--- src/rtl/sat_alu_arbiter_if.sv ---
// Bundle of the two requester ports and the result/backpressure bus of sat_alu_arbiter.
// The master side (issue slots plus result consumer) drives requests and res_ready; the slave is the arbiter.
interface sat_alu_arbiter_if #(
    parameter int CNT_W = 8
);
    logic             a_req;
    logic [15:0]      a_p1;
    logic [15:0]      a_p2;
    logic             a_sub;
    logic             a_ack;

    logic             b_req;
    logic [15:0]      b_p1;
    logic [15:0]      b_p2;
    logic             b_sub;
    logic             b_ack;

    logic             res_valid;
    logic             res_ready;
    logic [15:0]      res;
    logic             res_id;
    logic             res_pos_sat;
    logic             res_neg_sat;
    logic [CNT_W-1:0] sat_cnt;
    logic             sat_clr;

    modport master (
        output a_req, a_p1, a_p2, a_sub,
        output b_req, b_p1, b_p2, b_sub,
        output res_ready, sat_clr,
        input  a_ack, b_ack,
        input  res_valid, res, res_id, res_pos_sat, res_neg_sat, sat_cnt
    );

    modport slave (
        input  a_req, a_p1, a_p2, a_sub,
        input  b_req, b_p1, b_p2, b_sub,
        input  res_ready, sat_clr,
        output a_ack, b_ack,
        output res_valid, res, res_id, res_pos_sat, res_neg_sat, sat_cnt
    );
endinterface

--- src/rtl/sat_alu_arbiter.sv ---
// Round-robin arbiter for two issue slots sharing one 16-bit saturating add/sub datapath,
// with a single-entry valid/ready result register and a sticky saturation-event counter.
module sat_alu_arbiter #(
    parameter int CNT_W = 8
) (
    input  logic              clk,
    input  logic              rst,
    sat_alu_arbiter_if.slave  bus
);
    typedef enum logic {
        EMPTY = 1'b0,
        FULL  = 1'b1
    } state_t;

    state_t           state;
    logic             last_grant;
    logic [15:0]      res_q;
    logic             res_id_q;
    logic             pos_q;
    logic             neg_q;
    logic [CNT_W-1:0] cnt_q;

    logic             res_valid;
    logic             slot_open;
    logic             grant_a;
    logic             grant_b;
    logic             grant;
    logic             transfer;

    logic [15:0]      p1;
    logic [15:0]      p2;
    logic             sub;
    logic [15:0]      x;
    logic [15:0]      s;
    logic [15:0]      sat_val;
    logic             pos_ovf;
    logic             neg_ovf;

    assign res_valid = (state == FULL);
    assign slot_open = ~res_valid | bus.res_ready;
    assign transfer  = res_valid & bus.res_ready;

    // On a tie the requester not named by last_grant wins; nothing is granted during reset.
    assign grant_a = ~rst & slot_open & bus.a_req & (~bus.b_req | last_grant);
    assign grant_b = ~rst & slot_open & bus.b_req & (~bus.a_req | ~last_grant);
    assign grant   = grant_a | grant_b;

    always_comb begin
        // NOTE: every signal written here gets a default first, so no path can infer a latch.
        p1  = bus.a_p1;
        p2  = bus.a_p2;
        sub = bus.a_sub;
        if (grant_b) begin
            p1  = bus.b_p1;
            p2  = bus.b_p2;
            sub = bus.b_sub;
        end
        x       = p2 ^ {16{sub}};
        s       = p1 + x + {15'b0, sub};
        pos_ovf = s[15] & ~p1[15] & ~x[15];
        neg_ovf = ~s[15] & p1[15] & x[15];
        sat_val = s;
        if (pos_ovf) begin
            sat_val = 16'h7FFF;
        end else if (neg_ovf) begin
            sat_val = 16'h8000;
        end
    end

    always_ff @(posedge clk) begin
        // NOTE: sequential state uses non-blocking assignments so every register samples pre-edge values.
        if (rst) begin
            state      <= EMPTY;
            last_grant <= 1'b1;
            res_q      <= 16'h0000;
            res_id_q   <= 1'b0;
            pos_q      <= 1'b0;
            neg_q      <= 1'b0;
            cnt_q      <= '0;
        end else begin
            case (state)
                EMPTY:   if (grant) state <= FULL;
                FULL:    if (bus.res_ready && !grant) state <= EMPTY;
                default: state <= EMPTY;
            endcase

            // Without a grant the payload holds, so a drained result stays readable.
            if (grant) begin
                last_grant <= grant_b;
                res_q      <= sat_val;
                res_id_q   <= grant_b;
                pos_q      <= pos_ovf;
                neg_q      <= neg_ovf;
            end

            if (bus.sat_clr) begin
                cnt_q <= '0;
            end else if (transfer && (pos_q || neg_q) && (cnt_q != '1)) begin
                cnt_q <= cnt_q + 1'b1;
            end
        end
    end

    assign bus.a_ack       = grant_a;
    assign bus.b_ack       = grant_b;
    assign bus.res_valid   = res_valid;
    assign bus.res         = res_q;
    assign bus.res_id      = res_id_q;
    assign bus.res_pos_sat = pos_q;
    assign bus.res_neg_sat = neg_q;
    assign bus.sat_cnt     = cnt_q;
endmodule
--- src/flat_wrapper.sv ---
// flat-port wrapper written by rule: the top's interface ports become plain ports
module sat_alu_arbiter_flat 
#(
    parameter int CNT_W = 8
)
  (clk, rst, bus_a_req, bus_a_p1, bus_a_p2, bus_a_sub, bus_b_req, bus_b_p1, bus_b_p2, bus_b_sub, bus_res_ready, bus_sat_clr, bus_a_ack, bus_b_ack, bus_res_valid, bus_res, bus_res_id, bus_res_pos_sat, bus_res_neg_sat, bus_sat_cnt);
  sat_alu_arbiter_if #(.CNT_W(CNT_W)) bus_i ();
  input  logic clk;
  input  logic rst;
  input wire logic [$bits(bus_i.a_req)-1:0] bus_a_req;
  input wire logic [$bits(bus_i.a_p1)-1:0] bus_a_p1;
  input wire logic [$bits(bus_i.a_p2)-1:0] bus_a_p2;
  input wire logic [$bits(bus_i.a_sub)-1:0] bus_a_sub;
  input wire logic [$bits(bus_i.b_req)-1:0] bus_b_req;
  input wire logic [$bits(bus_i.b_p1)-1:0] bus_b_p1;
  input wire logic [$bits(bus_i.b_p2)-1:0] bus_b_p2;
  input wire logic [$bits(bus_i.b_sub)-1:0] bus_b_sub;
  input wire logic [$bits(bus_i.res_ready)-1:0] bus_res_ready;
  input wire logic [$bits(bus_i.sat_clr)-1:0] bus_sat_clr;
  output wire logic [$bits(bus_i.a_ack)-1:0] bus_a_ack;
  output wire logic [$bits(bus_i.b_ack)-1:0] bus_b_ack;
  output wire logic [$bits(bus_i.res_valid)-1:0] bus_res_valid;
  output wire logic [$bits(bus_i.res)-1:0] bus_res;
  output wire logic [$bits(bus_i.res_id)-1:0] bus_res_id;
  output wire logic [$bits(bus_i.res_pos_sat)-1:0] bus_res_pos_sat;
  output wire logic [$bits(bus_i.res_neg_sat)-1:0] bus_res_neg_sat;
  output wire logic [$bits(bus_i.sat_cnt)-1:0] bus_sat_cnt;
  assign bus_i.a_req = bus_a_req;
  assign bus_i.a_p1 = bus_a_p1;
  assign bus_i.a_p2 = bus_a_p2;
  assign bus_i.a_sub = bus_a_sub;
  assign bus_i.b_req = bus_b_req;
  assign bus_i.b_p1 = bus_b_p1;
  assign bus_i.b_p2 = bus_b_p2;
  assign bus_i.b_sub = bus_b_sub;
  assign bus_i.res_ready = bus_res_ready;
  assign bus_i.sat_clr = bus_sat_clr;
  assign bus_a_ack = bus_i.a_ack;
  assign bus_b_ack = bus_i.b_ack;
  assign bus_res_valid = bus_i.res_valid;
  assign bus_res = bus_i.res;
  assign bus_res_id = bus_i.res_id;
  assign bus_res_pos_sat = bus_i.res_pos_sat;
  assign bus_res_neg_sat = bus_i.res_neg_sat;
  assign bus_sat_cnt = bus_i.sat_cnt;
  sat_alu_arbiter #(.CNT_W(CNT_W)) u_core (.clk(clk), .rst(rst), .bus(bus_i));
endmodule
--- config.mk ---
export PLATFORM = sky130hd
export DESIGN_NAME = sat_alu_arbiter_flat
export DESIGN_NICKNAME = d
export VERILOG_FILES = /design/src/rtl/sat_alu_arbiter_if.sv /design/src/rtl/sat_alu_arbiter.sv /design/src/flat_wrapper.sv
export SDC_FILE = /design/constraint.sdc
export NUM_CORES = 1
export LEC_CHECK = 0
export ABC_AREA = 1
export BUFFER_PORTS_ARGS = -buffer_cell sky130_fd_sc_hd__buf_2
export CORE_MARGIN = 8
export CORE_UTILIZATION = 50
export DETAILED_ROUTE_END_ITERATION = 10
export GPL_TIMING_DRIVEN = 1
export PLACE_DENSITY_LB_ADDON = 0.1
export SLEW_MARGIN = 10
export SYNTH_ARGS = -nofsm -noshare
export SYNTH_HDL_FRONTEND = slang
export SYNTH_SLANG_ARGS = --single-unit
--- constraint.sdc ---
create_clock -name clk -period 4.37 [get_ports clk]
set_input_delay 0.437 -clock clk [delete_from_list [all_inputs] [get_ports clk]]
set_output_delay 0.437 -clock clk [all_outputs]
set_load 0.05 [all_outputs]
* Word level (Yosys, flattened, before mapping) *
Cells that the tools add are included.
Widths: inputs -> output; s select.

word-level totals
  output and inout bits = 30
  register bits = 29
  input bits = 72
  word-level logic and storage cells = 48

cells by class
  eq/ne operators = 1
  bitwise logic cells = 23
  $add $sub $neg = 3
  reductions and logical operators = 6
  multiplexer cells = 8

operators with widths
  cell                 number
  $mux 16              4
  $add 16x1->16        1
  $add 16x16->16       1
  $xor 16x16->16       1
  $and 1x1->1          10
  $add 8x1->8 const B  1
  $ne 8x8->1 const B   1
  $not 1->1            8
  $or 1x1->1           4
  $logic_and 1x1->1    3
  $mux 1               3
  $pmux 1 s2           1
  $reduce_or 2->1      1
  $logic_not 1->1      1
  $logic_or 1x1->1     1

* Logic depth before layout (Yosys ltp) *
  depth in word-level cells = 14
  mapped depth = 24

* Least setup slack after synthesis *
OpenSTA, ideal clock, no wires.

  kind = reg2reg
  start point = register u_core.state (netlist: u_core.bus.res_valid)
  end point = register u_core.res_q[11] (netlist: u_core.bus.res[11])
  data arrival time = 4.053 ns
  stages on the path, launching flop included = 24
  data required time = 4.300 ns
  clock period less this slack = 4.123 ns
  path slack = 0.247 ns
  library setup time = 0.070 ns
  cells stage by stage = dfxtp_1 nand2_2 nand2_4 nor2_8 buf_2 buf_2 buf_2 nand2_1 nand2_1 ha_1 nand2_1 inv_1 a21oi_1 nor3_1 nor2_1 nand2_1 nand4_1 nand2_1 fa_1 nand3_2 nor2_4 buf_4 a21oi_1 a21oi_1

on the way
  word-level cells in the longest chain between the ends = 14
  elaborated cells on any way between the ends = 23
  those cells by class = 2 x add/sub; 5 x mux; 16 x bitwise

RTL lines
  item                               RTL line               RTL
  start, declared                    sat_alu_arbiter.sv:15  state_t state;
  start signal, assigned             sat_alu_arbiter.sv:73  state <= EMPTY;
  start signal, assigned             sat_alu_arbiter.sv:82  EMPTY: if (grant) state <= FULL;
  start signal, assigned             sat_alu_arbiter.sv:83  FULL: if (bus.res_ready && !grant) state <= EMPTY;
  $not 1->1 *                        sat_alu_arbiter.sv:40  assign slot_open = ~res_valid | bus.res_ready;
  $or 1x1->1 *                       sat_alu_arbiter.sv:40
  $and 1x1->1 * (3 in series)        sat_alu_arbiter.sv:45  assign grant_b = ~rst & slot_open & bus.b_req & (~bus.a_req | ~last_grant);
  net bus_b_ack                      flat_wrapper.sv:21     output wire logic [$bits(bus_i.b_ack)-1:0] bus_b_ack;
  $mux 16 or $mux 1 (tied branches)  sat_alu_arbiter.sv:53  if (grant_b) begin
  $xor 16x16->16                     sat_alu_arbiter.sv:58  x = p2 ^ {16{sub}};
  $add 16x16->16                     sat_alu_arbiter.sv:59  s = p1 + x + {15'b0, sub};
  $add 16x1->16                      sat_alu_arbiter.sv:59
  $not 1->1                          sat_alu_arbiter.sv:61  neg_ovf = ~s[15] & p1[15] & x[15];
  $and 1x1->1 (2 in series)          sat_alu_arbiter.sv:61
  $mux 16                            sat_alu_arbiter.sv:65  end else if (neg_ovf) begin
  $mux 16                            sat_alu_arbiter.sv:63  if (pos_ovf) begin
  end signal, assigned               sat_alu_arbiter.sv:90  res_q <= sat_val;
  end, declared                      sat_alu_arbiter.sv:17  logic [15:0] res_q;

The timed path passes the listed nets; every way through them passes the cells marked *.
A chain may end at the register's enable or synchronous reset.

* Worst setup path after layout *
  start point = register u_core.state (netlist: u_core.bus.res_valid)
  end point = register u_core.res_q[12] (netlist: u_core.bus.res[12])

on the way
  word-level cells in the longest chain between the ends = 14
  elaborated cells on any way between the ends = 23
  those cells by class = 2 x add/sub; 5 x mux; 16 x bitwise

RTL lines
  item                               RTL line
  $not 1->1 *                        sat_alu_arbiter.sv:40
  $or 1x1->1 *                       sat_alu_arbiter.sv:40
  $and 1x1->1 *                      sat_alu_arbiter.sv:44, sat_alu_arbiter.sv:45
  $and 1x1->1 (2 in series)          sat_alu_arbiter.sv:45
  $mux 16 or $mux 1 (tied branches)  sat_alu_arbiter.sv:53
  $xor 16x16->16                     sat_alu_arbiter.sv:58
  $add 16x16->16                     sat_alu_arbiter.sv:59
  $add 16x1->16                      sat_alu_arbiter.sv:59
  $not 1->1                          sat_alu_arbiter.sv:61
  $and 1x1->1 (2 in series)          sat_alu_arbiter.sv:61
  $mux 16                            sat_alu_arbiter.sv:65
  $mux 16                            sat_alu_arbiter.sv:63

Mark *: on every way between the ends. The rest lies on a longest branch, timed or not.

==> metrics.txt <==
outcome=finished, final reports clean; Slew headroom=0.686; CP arrival=4.12 ns; Clock transition at path regs=0.06 ns; Layout Skew=0.00364 ns; root buf cell=clkbuf_8; slowest cell on the critical path=fa_1; initial antenna violation count=0; Hold Buf Count CTS=0; site row count=26; Final period util=0.894; synth warn=0; dpl hpwl=5580 um; xor-xnor portion of the synthesized cell area=0.0664; CP max FO=19; Post-Route Setup TNS=0 ns; post-synthesis async set-or-reset flop share=0; Placed Cells=557; Power Dens Cells=342 mW/mm^2; Die Span Y=88.4 um; Hold Crit Class=input port to flop; Hold Vio Cnt, Final=0; Residual DRC=0; area grow syn2layout=23.9%; Worst R2R Start=u_core.bus.res_valid; Cell variety after synth=37; max-slew violation count=0; Post-DP Area=0.00316 sq mm; port bufs=101; Leakage Power=0.00173 uW; actual slew at the worst max-slew pin=0.470 ns; die span in x=88.4 um; RR Endpoint=u_core.bus.res[12]; largest net degree at the start of global routing=22; CP dominant cell by count=nand2_1; worst r2r path cells=18; CTS max path bufs=2; critical path's largest stage delay=0.52 ns; Synth Area per Inst=6.64 sq um; CP top delay family=simple AND/OR/NAND/NOR gates; reg2reg setup slack=0.46 ns; fin cells=565; Synth Instances=394; post-synthesis net count=483; Total GRT Usage=0.175; fin area=0.00324 sq mm; Buf+Inv Stages, Crit Path=1; nets=583; Post-CTS Setup Inserts=0; commonest non-fill, non-tap cell in the layout=nand2_1; Synth Cell Area=0.00262 sq mm; min Tclk post-route=3.91 ns; Routed wire per std cell=11.9 um; worst min-delay path endpoint=u_core.bus.res_pos_sat; H-tree levels=2; maximum vdd drop=185 uV; crit-path cells=nand2_2, nand2_4, nor2_8, buf_4, mux2i_1, xor2_1, ha_1, a21oi_1, nand2_1, nor2_1, nand2_1, nand4_1, nand2_1, fa_1, nor2_1, a21oi_4, nand3_1, a21oi_1; global-route wire length before repair=11,300 um; ys flop type=dfxtp_1; CTS Sinks=29; largest family of logic cells by synthesized area=simple AND/OR/NAND/NOR gates; CTS Buf Count=5; min-delay src=rst; most frequent cells in the layout=nand2_1, buf_2, a21oi_1, inv_1, dfxtp_1; Simple-Gate Fraction of Synth Area=0.319; DRT iter0 DRCs=102; GR Overflow Total=0; vias in the first global route=2,723; first-pass iteration count of the detailed router=5; Vias=2,749; Total Routed Length=6740 um; CP Launch Type=flop; Routability Congestion=0.935; worst hold stages=2; register bit total from synthesis=29; Final setup viols=0; crit path capture type=flop; CP Class=flop to flop; Compound-Gate Fraction of Synth Area=0.165; Worst EP required=4.58 ns; layout cells sized above 1=0.269; CTS tree=yes; Avg Vias per Cell=4.87; post-synthesis mux area share=0.0535; Max-cap violations=0; hold_ws=0.423 ns; adder-cell share of the synthesized area=0.0870; number of antenna-violating nets in the routed design=0; # diodes=0; Post-synth EDFFs=0; sequential-to-total area share from yosys stat=0.222; io pins=102; RSZ-0062 raised after global routing=no; Starting Density=0.516; highest clock rate=256 MHz; cts repair resizes=0; core area=0.00507 sq mm; die area=0.00781 sq mm; Clock Latency Late Sink=0.28 ns
[report_power, final]
group	switching [uW]	internal (uW)	leakage, uW
Sequential	17.8	296	0.000237
Clock	94.4	113	0.0000395
Combinational	390	199	0.00146
[metrics by stage]
stage                      util  setup WS, ns  total power [uW]
after detailed placement  0.624         0.199               908
after global placement    0.624         0.320               901
after global routing      0.639        0.0606              1200
after floorplan               -         0.247               770
after CTS                 0.639         0.429              1120
final                     0.639         0.461              1110
[synth_stat cells (4+ instances only)]
library cell	number	area share
nand2_1	111	0.16
a21oi_1	54	0.10
inv_1	38	0.054
dfxtp_1	29	0.22
nand3_1	26	0.050
nor2_1	20	0.029
xor2_1	16	0.054
ha_1	15	0.072
mux2i_1	14	0.054
o21ai_0	14	0.027
buf_2	4	0.0076
inv_2	4	0.0057
nand2_2	4	0.0096
nand4_1	4	0.0096
or2_2	4	0.0096
[worst max path at each step]
stage | start | end | depth (start not counted)
floorplan | u_core.bus.res_valid | u_core.bus.res[11] | 23
global placement | bus_a_req | u_core.bus.res[2] | 19
detailed placement | rst | u_core.bus.res[12] | 19
CTS | u_core.bus.res_valid | u_core.bus.res[12] | 18
global route | u_core.bus.res_valid | u_core.bus.res[10] | 20
finish | u_core.bus.res_valid | u_core.bus.res[12] | 18
[logic make-up after synthesis]
logic type                 count (synthesis)
adders and majority gates                 17
buffers and inverters                     53
xor gates and xnor gates                  19
and+or+nand+nor                          184
muxes                                     14
AOI/OAI and AO/OA                         78
DFF                                       29
[state kept, by name, summed over array words and instances (netlist names)]
signal / count
u_core.bus.res_neg_sat: 1
u_core.last_grant: 1
u_core.bus.res_pos_sat: 1
u_core.bus.sat_cnt: 8
u_core.bus.res: 16
u_core.bus.res_id: 1
u_core.bus.res_valid: 1
[layer usage]
layer | vias up | wire length, um | track usage
li1 | 1494 | - | -
met1 | 1161 | 3130 | 0.212
met2 | 85 | 3130 | 0.305
met3 | 9 | 393 | 0.0223
met4 | 0 | 81 | 0.0707
met5 | - | 0 | 0
[layout make-up]
type                       count  area (sq um)
clock buffer                   8          80.1
fill                         497          1830
inverter                      42           158
multi-input combinational    312          1810
sequential                    29           581
tap                           70          87.6
timing repair buffer         104           528
(Power assumes the default switching activity.)
